### src/rtl/video_sync_gen.sv
`default_nettype none
// ============================================================================
// Module      : video_sync_gen
// Description : Raster timing generator with h/v position counters decoded into
//               registered sync, blank and line/frame markers; 2:1 interlace.
// Revision    : 1.0 - initial release
// ============================================================================
module video_sync_gen #(
    parameter int H_ACTIVE = 640,
    parameter int H_FP     = 16,
    parameter int H_SYNC   = 96,
    parameter int H_BP     = 48,
    parameter int V_ACTIVE = 480,
    parameter int V_FP     = 10,
    parameter int V_SYNC   = 2,
    parameter int V_BP     = 33,
    parameter int HW       = 10,
    parameter int VW       = 10,
    parameter int SYNC_POL = 1
) (
    input  logic          CK,
    input  logic          RST,
    input  logic          en,
    input  logic          interlace,
    output logic [HW-1:0] hcnt,
    output logic [VW-1:0] vcnt,
    output logic          hsync,
    output logic          vsync,
    output logic          csync,
    output logic          cblank,
    output logic          field,
    output logic          line_start,
    output logic          frame_start
);

    localparam int c_H_TOTAL = H_ACTIVE + H_FP + H_SYNC + H_BP;
    localparam int c_V_TOTAL = V_ACTIVE + V_FP + V_SYNC + V_BP;
    localparam int c_H_HALF  = c_H_TOTAL / 2;
    localparam int c_VS0     = V_ACTIVE + V_FP;

    // One spare bit on every compare constant so boundaries equal to the
    // total (zero-width porches) still fit.
    localparam logic [HW:0] c_H_LAST   = (HW+1)'(c_H_TOTAL - 1);
    localparam logic [HW:0] c_H_ACT    = (HW+1)'(H_ACTIVE);
    localparam logic [HW:0] c_HS_BEG   = (HW+1)'(H_ACTIVE + H_FP);
    localparam logic [HW:0] c_HS_END   = (HW+1)'(H_ACTIVE + H_FP + H_SYNC);
    localparam logic [HW:0] c_H_MID    = (HW+1)'(c_H_HALF);
    localparam logic [VW:0] c_V_LAST_S = (VW+1)'(c_V_TOTAL - 1);
    localparam logic [VW:0] c_V_LAST_L = (VW+1)'(c_V_TOTAL);
    localparam logic [VW:0] c_V_ACT    = (VW+1)'(V_ACTIVE);
    localparam logic [VW:0] c_VS_BEG   = (VW+1)'(c_VS0);
    localparam logic [VW:0] c_VS_END   = (VW+1)'(c_VS0 + V_SYNC);
    localparam logic        c_POL      = (SYNC_POL != 0);
    localparam logic        c_HAS_VS   = (V_SYNC > 0);

    logic [HW-1:0] r_hcnt;
    logic [VW-1:0] r_vcnt;
    logic          r_field;
    logic          r_mode;
    logic          r_hsync;
    logic          r_vsync;
    logic          r_csync;
    logic          r_cblank;
    logic          r_line_start;
    logic          r_frame_start;

    logic          w_h_wrap;
    logic          w_v_wrap;
    logic [HW-1:0] w_h_nxt;
    logic [VW-1:0] w_v_nxt;
    logic          w_mode_nxt;
    logic          w_field_nxt;
    logic [HW:0]   w_hx;
    logic [VW:0]   w_vx;
    logic          w_hs_act;
    logic          w_vs_prog;
    logic          w_vs_half;
    logic          w_vs_act;
    logic          w_cb;

    // Next position and field bookkeeping.
    always_comb begin
        w_h_wrap    = ({1'b0, r_hcnt} == c_H_LAST);
        w_v_wrap    = w_h_wrap &&
                      ({1'b0, r_vcnt} == ((r_mode && r_field) ? c_V_LAST_L : c_V_LAST_S));
        w_h_nxt     = w_h_wrap ? '0 : r_hcnt + HW'(1);
        w_v_nxt     = w_v_wrap ? '0 : (w_h_wrap ? r_vcnt + VW'(1) : r_vcnt);
        w_mode_nxt  = w_v_wrap ? interlace : r_mode;
        w_field_nxt = w_v_wrap ? (interlace & ~r_field) : r_field;
    end

    // Decode the position about to be loaded so outputs line up with counters.
    always_comb begin
        w_hx      = {1'b0, w_h_nxt};
        w_vx      = {1'b0, w_v_nxt};
        w_hs_act  = (w_hx >= c_HS_BEG) && (w_hx < c_HS_END);
        w_vs_prog = (w_vx >= c_VS_BEG) && (w_vx < c_VS_END);
        w_vs_half = c_HAS_VS &&
                    (((w_vx == c_VS_BEG) && (w_hx >= c_H_MID)) ||
                     ((w_vx >  c_VS_BEG) && (w_vx <  c_VS_END)) ||
                     ((w_vx == c_VS_END) && (w_hx <  c_H_MID)));
        w_vs_act  = w_field_nxt ? w_vs_half : w_vs_prog;
        w_cb      = (w_hx >= c_H_ACT) || (w_vx >= c_V_ACT);
    end

    always_ff @(posedge CK) begin
        if (RST) begin
            r_hcnt        <= '0;
            r_vcnt        <= '0;
            r_field       <= 1'b0;
            r_mode        <= 1'b0;
            r_hsync       <= ~c_POL;
            r_vsync       <= ~c_POL;
            r_csync       <= ~c_POL;
            r_cblank      <= 1'b0;
            r_line_start  <= 1'b1;
            r_frame_start <= 1'b1;
        end else if (en) begin
            r_hcnt        <= w_h_nxt;
            r_vcnt        <= w_v_nxt;
            r_field       <= w_field_nxt;
            r_mode        <= w_mode_nxt;
            r_hsync       <= w_hs_act ? c_POL : ~c_POL;
            r_vsync       <= w_vs_act ? c_POL : ~c_POL;
            r_csync       <= (w_hs_act ^ w_vs_act) ? c_POL : ~c_POL;
            r_cblank      <= w_cb;
            r_line_start  <= (w_h_nxt == '0);
            r_frame_start <= (w_h_nxt == '0) && (w_v_nxt == '0);
        end
    end

    assign hcnt        = r_hcnt;
    assign vcnt        = r_vcnt;
    assign hsync       = r_hsync;
    assign vsync       = r_vsync;
    assign csync       = r_csync;
    assign cblank      = r_cblank;
    assign field       = r_field;
    assign line_start  = r_line_start;
    assign frame_start = r_frame_start;

endmodule
`default_nettype wire
### config.mk
export PLATFORM = sky130hd
export DESIGN_NAME = video_sync_gen
export DESIGN_NICKNAME = d
export VERILOG_FILES = /design/src/rtl/video_sync_gen.sv
export SDC_FILE = /design/constraint.sdc
export NUM_CORES = 1
export LEC_CHECK = 0
export CAP_MARGIN = 20
export CORE_AREA = 2 2 68 70
export CTS_CLUSTER_SIZE = 14
export DETAILED_ROUTE_END_ITERATION = 12
export DIE_AREA = 0 0 70 72
export PLACE_DENSITY = 0.71
export SLEW_MARGIN = 40
export SYNTH_ARGS = -nofsm -noshare
export SYNTH_HDL_FRONTEND = slang
export SYNTH_SLANG_ARGS = --single-unit
### constraint.sdc
create_clock -name CK -period 2.3 [get_ports CK]
set_input_delay 0.46 -clock CK [delete_from_list [all_inputs] [get_ports CK]]
set_output_delay 0.46 -clock CK [all_outputs]
set_load 0.05 [all_outputs]
==> results of run 1 <==
layout make-up:
| type | instances | area share |
|---|---|---|
| flip-flops and latches | 28 | 0.209 |
| clock buffers | 4 | 0.0226 |
| inverters | 6 | 0.00766 |
| repair buffers | 87 | 0.256 |
| multi-input cells | 207 | 0.483 |
| well taps | 52 | 0.0221 |
path summary, 6_finish.rpt:
kind | slack (ps) | depth (start not counted) | start | end
worst max register to register | -30 | 8 | hcnt[0] | csync
worst max-delay path | -30 | 8 | hcnt[0] | csync
worst min register to register | 470 | 2 | vsync | vsync
worst min-delay path | 470 | 2 | vsync | vsync
cells in the mapped netlist (all sizes together), types with 3 or more instances:
cell type / n
buf: 10
o31ai: 3
o21ai: 5
nand4: 8
xor2: 8
nand2: 30
nand3: 13
nor3: 13
a21oi: 21
clkbuf: 12
inv: 6
mux2i: 5
ha: 3
xnor2: 8
dfxtp: 28
nor2: 35
a31oi: 9
nor4: 7
state kept, by name, indices dropped and copies added, names as in the netlist:
name,cells
cblank,1
field,1
r_mode,1
csync,1
vcnt,10
frame_start,1
vsync,1
hsync,1
line_start,1
hcnt,10
power by group through the flow:
stage / clock network, W / logic (W) / registers, W
floorplan: 0 / 0.0000418 / 0.000530
global placement: 0 / 0.000119 / 0.000499
detailed placement: 0 / 0.000121 / 0.000499
CTS: 0.000370 / 0.000124 / 0.000487
global route: 0.000383 / 0.000132 / 0.000488
finish: 0.000363 / 0.000124 / 0.000487
critical path, delay by kind of cell, from the launching register on:
kind                     cells  cell delay, ps
AO/OA/AOI/OAI                1             270
adder cells (fa/ha/maj)      1             160
AND/OR/NAND/NOR              6            1420
flip-flops                   1             370
repair_timing:
| action | 4_1_cts | 5_1_grt |
|---|---|---|
| pin swaps | 8 | 4 |
| gates resized for setup | 11 | 3 |
| setup buffers | 3 | 1 |
| endpoints found under the setup margin | 3 | 3 |
cell families after synthesis:
kind of cell / Yosys count / synth area share
compound gates: 54 / 0.179
xor+xnor: 16 / 0.0695
fa+ha+maj: 3 / 0.0186
buf+inv: 28 / 0.0664
flops: 28 / 0.278
mux: 5 / 0.0248
simple gates: 129 / 0.363
layout by cell type (no fill, tap or decap), types with 5 or more instances in the layout:
cell type / netlist / layout
xnor2_1: 8 / 8
inv_1: 6 / 6
nand3_1: 11 / 11
buf_4: 4 / 53
dfxtp_1: 28 / 8
nand4_1: 6 / 6
nor3_1: 12 / 12
a31oi_1: 9 / 9
a21oi_1: 20 / 18
dfxtp_2: 0 / 8
nor2_1: 34 / 33
o21ai_0: 5 / 5
dfxtp_4: 0 / 12
nand2_1: 30 / 30
mux2i_1: 5 / 5
xor2_1: 8 / 8
clkdlybuf4s50_1: 0 / 30
metal layers:
metal  vias to the layer above  wire, um
met4                         0       237
met2                        49      3030
met1                      1052      2590
li1                       1091         -
met5                         -         0
met3                        17       208
through the flow:
step	util	hold slack [ps]	std cells	worst slack (ps)	setup TNS, ps
2_1_floorplan	-	432	263	-83.4	-83.4
3_3_place_gp	0.652	439	376	-93.6	-132
3_5_place_dp	0.652	452	376	-150	-272
4_1_cts	0.686	473	383	-73.7	-73.7
5_1_grt	0.690	497	384	-142	-248
6_report	0.690	468	384	-27.1	-27.1
==> out/metrics.cfg, run 1 <==
[layout]
regArea_um2 = 616
multiInputGateArea_um2 = 1420
fill_cells = 384
final_cell_area_um2 = 2940
fin_nets = 340
syn_to_final_growth_pct = 45.9
diodes = 0
drive_above_1_share = 0.325

[route]
wire_per_inst_um = 15.8
ant_nets = 0
vias = 2209
drc = 0
drt-total-wl_mm = 6.06
drtIter0Drc = 119
dr.pass1.iters = 4
viasPerCell = 5.75

[clock_network]
clk_pin_slew_worst_paths_ps = 110
numCtsBuffers = 3
holdBufCountCts = 0
root_buffer = clkbuf_8
clk_latency_ps = 290
htreeDepth = 1
cts.path.max_buffers = 2
cts_tree = done
clock_sinks = 28

[placement]
io_buffers = 30
place_area_um2 = 2780
dpl.hpwl_mm = 4.53
gp_congestion = 0.964

[synth]
syn_area_um2 = 2020
synth_ff_type = dfxtp_1
synth_top_area_frac = 0.278
synth_area_leaders = dfxtp_1, nor2_1, nand2_1
async_reset_ff_frac = 0
synth-seq-cells = 28
syn_nets = 270
ys_warn_count = 0
synth_area_leader_cell = dfxtp_1
yosysSeqAreaShare = 0.278
synthCells = 263
synth-edff-count = 0
synth_area_per_cell_um2 = 7.66
synthDistinctLibCells = 59

[worst_setup_path]
critPathCaptureType = flip-flop
critPathSlowestCell = or3b_4
path_class = flip-flop to flip-flop
required_ps = 2500
max_stage_delay_ps = 420
cp_cell_sequence = ha_4 > nand4_4 > nor4_4 > or3b_4 > and2_1 > and4_2 > and2_4 > a2111oi_4
worstPathMaxFanout = 5
cp_data_arrival_time_ps = 2530
start_kind = flip-flop

[grt]
grt_util_met1 = 0.293
grt_busiest_layer = met2
grt.met3_usage = 0.0250
antenna_found_initial = 0
grt_util_all_layers = 0.247
grt_pass1_wl_mm = 9.98
use_met2 = 0.444
grt_overflow = 0
grt_max_degree = 28
grt_pass1_vias = 2109

[sta]
finalWorstSetupSlack_ps = -27.1
final_hold_viol_count = 0
min_period_ps = 2330
rsz0062_at_grt = yes
worst_pin_slew_ps = 507
maxSlewViolCount = 0
skew_ps = 10.9
fmax_mhz = 430
setup_viol = 1
fin_crit_sh = 1.01
slew_headroom = 0.661

[floorplanning]
start_util = 0.473
coreArea_um2 = 4260
die_h_um = 72
rows = 24
dieArea_um2 = 5040
io_pins = 31
fp.dieW_um = 70

[run_status]
status = complete, but fails checks
violations = setup timing

[power]
power.internal_w = 0.000717
power_density_nw_per_um2 = 331
comb_power_share = 0.127
power_w = 0.000974
leakagePower_nw = 1.15
irDropWorstVdd_v = 0.000267
p_sw_w = 0.000257
switching_share = 0.264
clockPowerShare = 0.373
power_frac_seq = 0.500

[hold_path]
hold_class = flip-flop to flip-flop

[run]
drv_cap = 0

Power figures use the tool's default switching activity.
==> run 2: changes to the inputs <==
- CORE_AREA: 2 2 68 70 -> 2 2 87 89
- DIE_AREA: 0 0 70 72 -> 0 0 89 91
- PLACE_DENSITY: 0.71 -> 0.46
==> run 2 against run 1 <==
The run now ends clean. Clock skew decreased by 2.9 ps. Utilization decreased by 25 points. Sequential cell count unchanged. Hold slack improved by 4.1 ps.
==> out/metrics.cfg, run 2 (synthesis gave the netlist of run 1 again) <==
[route]
viasPerCell = 5.02  ; -13%
ant_nets = 0  ; unchanged
dr.pass1.iters = 4  ; unchanged
drt-total-wl_mm = 6.69  ; +10%
vias = 2228  ; +0.86%
drc = 0  ; unchanged
drtIter0Drc = 86  ; -28%
wire_per_inst_um = 15.1  ; -4.6%

[sta]
min_period_ps = 2290  ; -37.7 ps
setup_viol = 0  ; -1
maxSlewViolCount = 0  ; unchanged
slew_headroom = 0.641  ; -0.0202
skew_ps = 7.96  ; -2.92 ps
finalWorstSetupSlack_ps = 10.5  ; +37.7 ps
final_hold_viol_count = 0  ; unchanged
rsz0062_at_grt = yes
worst_pin_slew_ps = 532  ; +24.9 ps
fin_crit_sh = 0.995  ; -0.0164
fmax_mhz = 437  ; +1.6%
fin_tns_setup_ps = 0  ; +27.1 ps

[worst_setup_path]
required_ps = 2490  ; about the same
critPathCaptureType = flip-flop
r2r-start = hcnt[1]
cp_data_arrival_time_ps = 2480  ; -50 ps
r2r_cells = 10  ; +2
start_kind = flip-flop
r2r-end = csync
r2r_setup_slack_ps = 10  ; +40 ps
worstPathMaxFanout = 4  ; -1
path_class = flip-flop to flip-flop
worstSetupStartpoint = hcnt[1]

[grt]
grt_overflow = 0  ; unchanged
grt_util_all_layers = 0.169  ; -0.0781
grt_pass1_vias = 2173  ; +3.0%
grt_pass1_wl_mm = 10.8  ; +8.6%
grt_max_degree = 29  ; +3.6%
antenna_found_initial = 0  ; unchanged

[floorplanning]
rows = 31  ; +29%
dieArea_um2 = 8100  ; +61%
coreArea_um2 = 7140  ; +67%
die_h_um = 91  ; +26%
fp.dieW_um = 89  ; +27%
start_util = 0.282  ; -0.190
io_pins = 31  ; unchanged

[clock_network]
clk_latency_ps = 290  ; about the same
clock_sinks = 28  ; unchanged
root_buffer = clkbuf_8
clk_pin_slew_worst_paths_ps = 110  ; about the same
cts.path.max_buffers = 2  ; unchanged
cts_tree = done
htreeDepth = 1  ; unchanged
numCtsBuffers = 3  ; unchanged

[layout]
syn_to_final_growth_pct = 56.3
regArea_um2 = 621  ; +0.81%
fin_nets = 353  ; +3.8%
diodes = 0  ; unchanged
multiInputGateArea_um2 = 1470  ; +3.7%
final_common_cell = buf_4
utilization = 0.441  ; -0.248
final_cell_mix = buf_4, nor2_1, nand2_1, clkdlybuf4s50_1, a21oi_1
drive_above_1_share = 0.371  ; +0.0457
fill_cells = 750  ; +95%

[placement]
io_buffers = 30  ; unchanged
post-place-ws_ps = -157  ; -7.19 ps
dpl.hpwl_mm = 5.04  ; +11%
gp_congestion = 0.861  ; -11%

[hold_path]
min_from = r_mode
min_to = r_mode
hold_depth = 2  ; unchanged
hold_class = flip-flop to flip-flop

[run_status]
status = completed

[power]
p_sw_w = 0.000253  ; -1.6%
leakagePower_nw = 1.21  ; +5.8%
irDropWorstVdd_v = 0.000202  ; -24%
power_density_nw_per_um2 = 295  ; -11%
power_w = 0.000930  ; -4.6%
clockPowerShare = 0.347  ; -0.026
comb_power_share = 0.131  ; +0.004
power_frac_seq = 0.522  ; +0.022
power.internal_w = 0.000677  ; -5.6%
switching_share = 0.272  ; +0.00828

[run]
drv_cap = 0  ; unchanged

run 2: cell count changes in the layout (fill, tap and decap cells not counted), moves of 2 or more:
| cell | delta |
|---|---|
| buf_4 | +12 |
| dfxtp_2 | -2 |
| dfxtp_4 | +2 |
| nor3_1 | -2 |
| nor3_2 | +2 |
run 2: what timing repair did:
| item | CTS | global route |
|---|---|---|
| gates resized for setup | 14 | 14 |
| buffers inserted | 2 | 5 |
| pin swaps | 9 | 8 |
| setup endpoints to repair | 5 | 3 |
| hold buffers | 0 | 0 |
run 2: layout make-up:
type | instances | share of cell area
flip-flops and latches | 28 | 0.197
clock buffers | 4 | 0.0175
well taps | 99 | 0.0393
repair buffers | 100 | 0.272
multi-input cells | 207 | 0.467
inverters | 6 | 0.00715
run 2: worst max path at each step:
stage,end,slack (ps)
2_1_floorplan,csync,-80
3_3_place_gp,csync,-80
3_5_place_dp,csync,-160
4_1_cts,csync,-3
5_1_grt,csync,-120
6_report,csync,10
run 2: layer usage:
metal,vias to the layer above,global-route usage,wire (um)
met3,9,0.0255,214
met4,0,0.0410,94
met5,-,0,0
met1,1061,0.225,3120
li1,1118,-,-
met2,40,0.284,3260
run 2: critical path, stage by stage (launching register included):
cell,delay (ps)
dfxtp_4,370
ha_4,160
nand4_4,140
nor4_2,290
buf_4,180
xnor2_2,80
a31oi_1,190
o221ai_2,110
a32o_2,260
and2_4,160
a2111oi_4,260
run 2: metrics by stage:
stage / std cells / hold WS [ps] / area [um2]
2_1_floorplan: 263 / 432 / 2160
3_3_place_gp: 433 / 449 / 2920
3_5_place_dp: 433 / 460 / 2920
4_1_cts: 439 / 476 / 3050
5_1_grt: 444 / 493 / 3150
6_report: 444 / 472 / 3150
run 2: power groups by stage:
stage	Combinational [W]	Clock [W]	Sequential (W)
global route	0.000132	0.000355	0.000487
floorplan	0.0000418	0	0.000530
CTS	0.000122	0.000345	0.000485
finish	0.000122	0.000323	0.000485
detailed placement	0.000119	0	0.000499
global placement	0.000118	0	0.000499
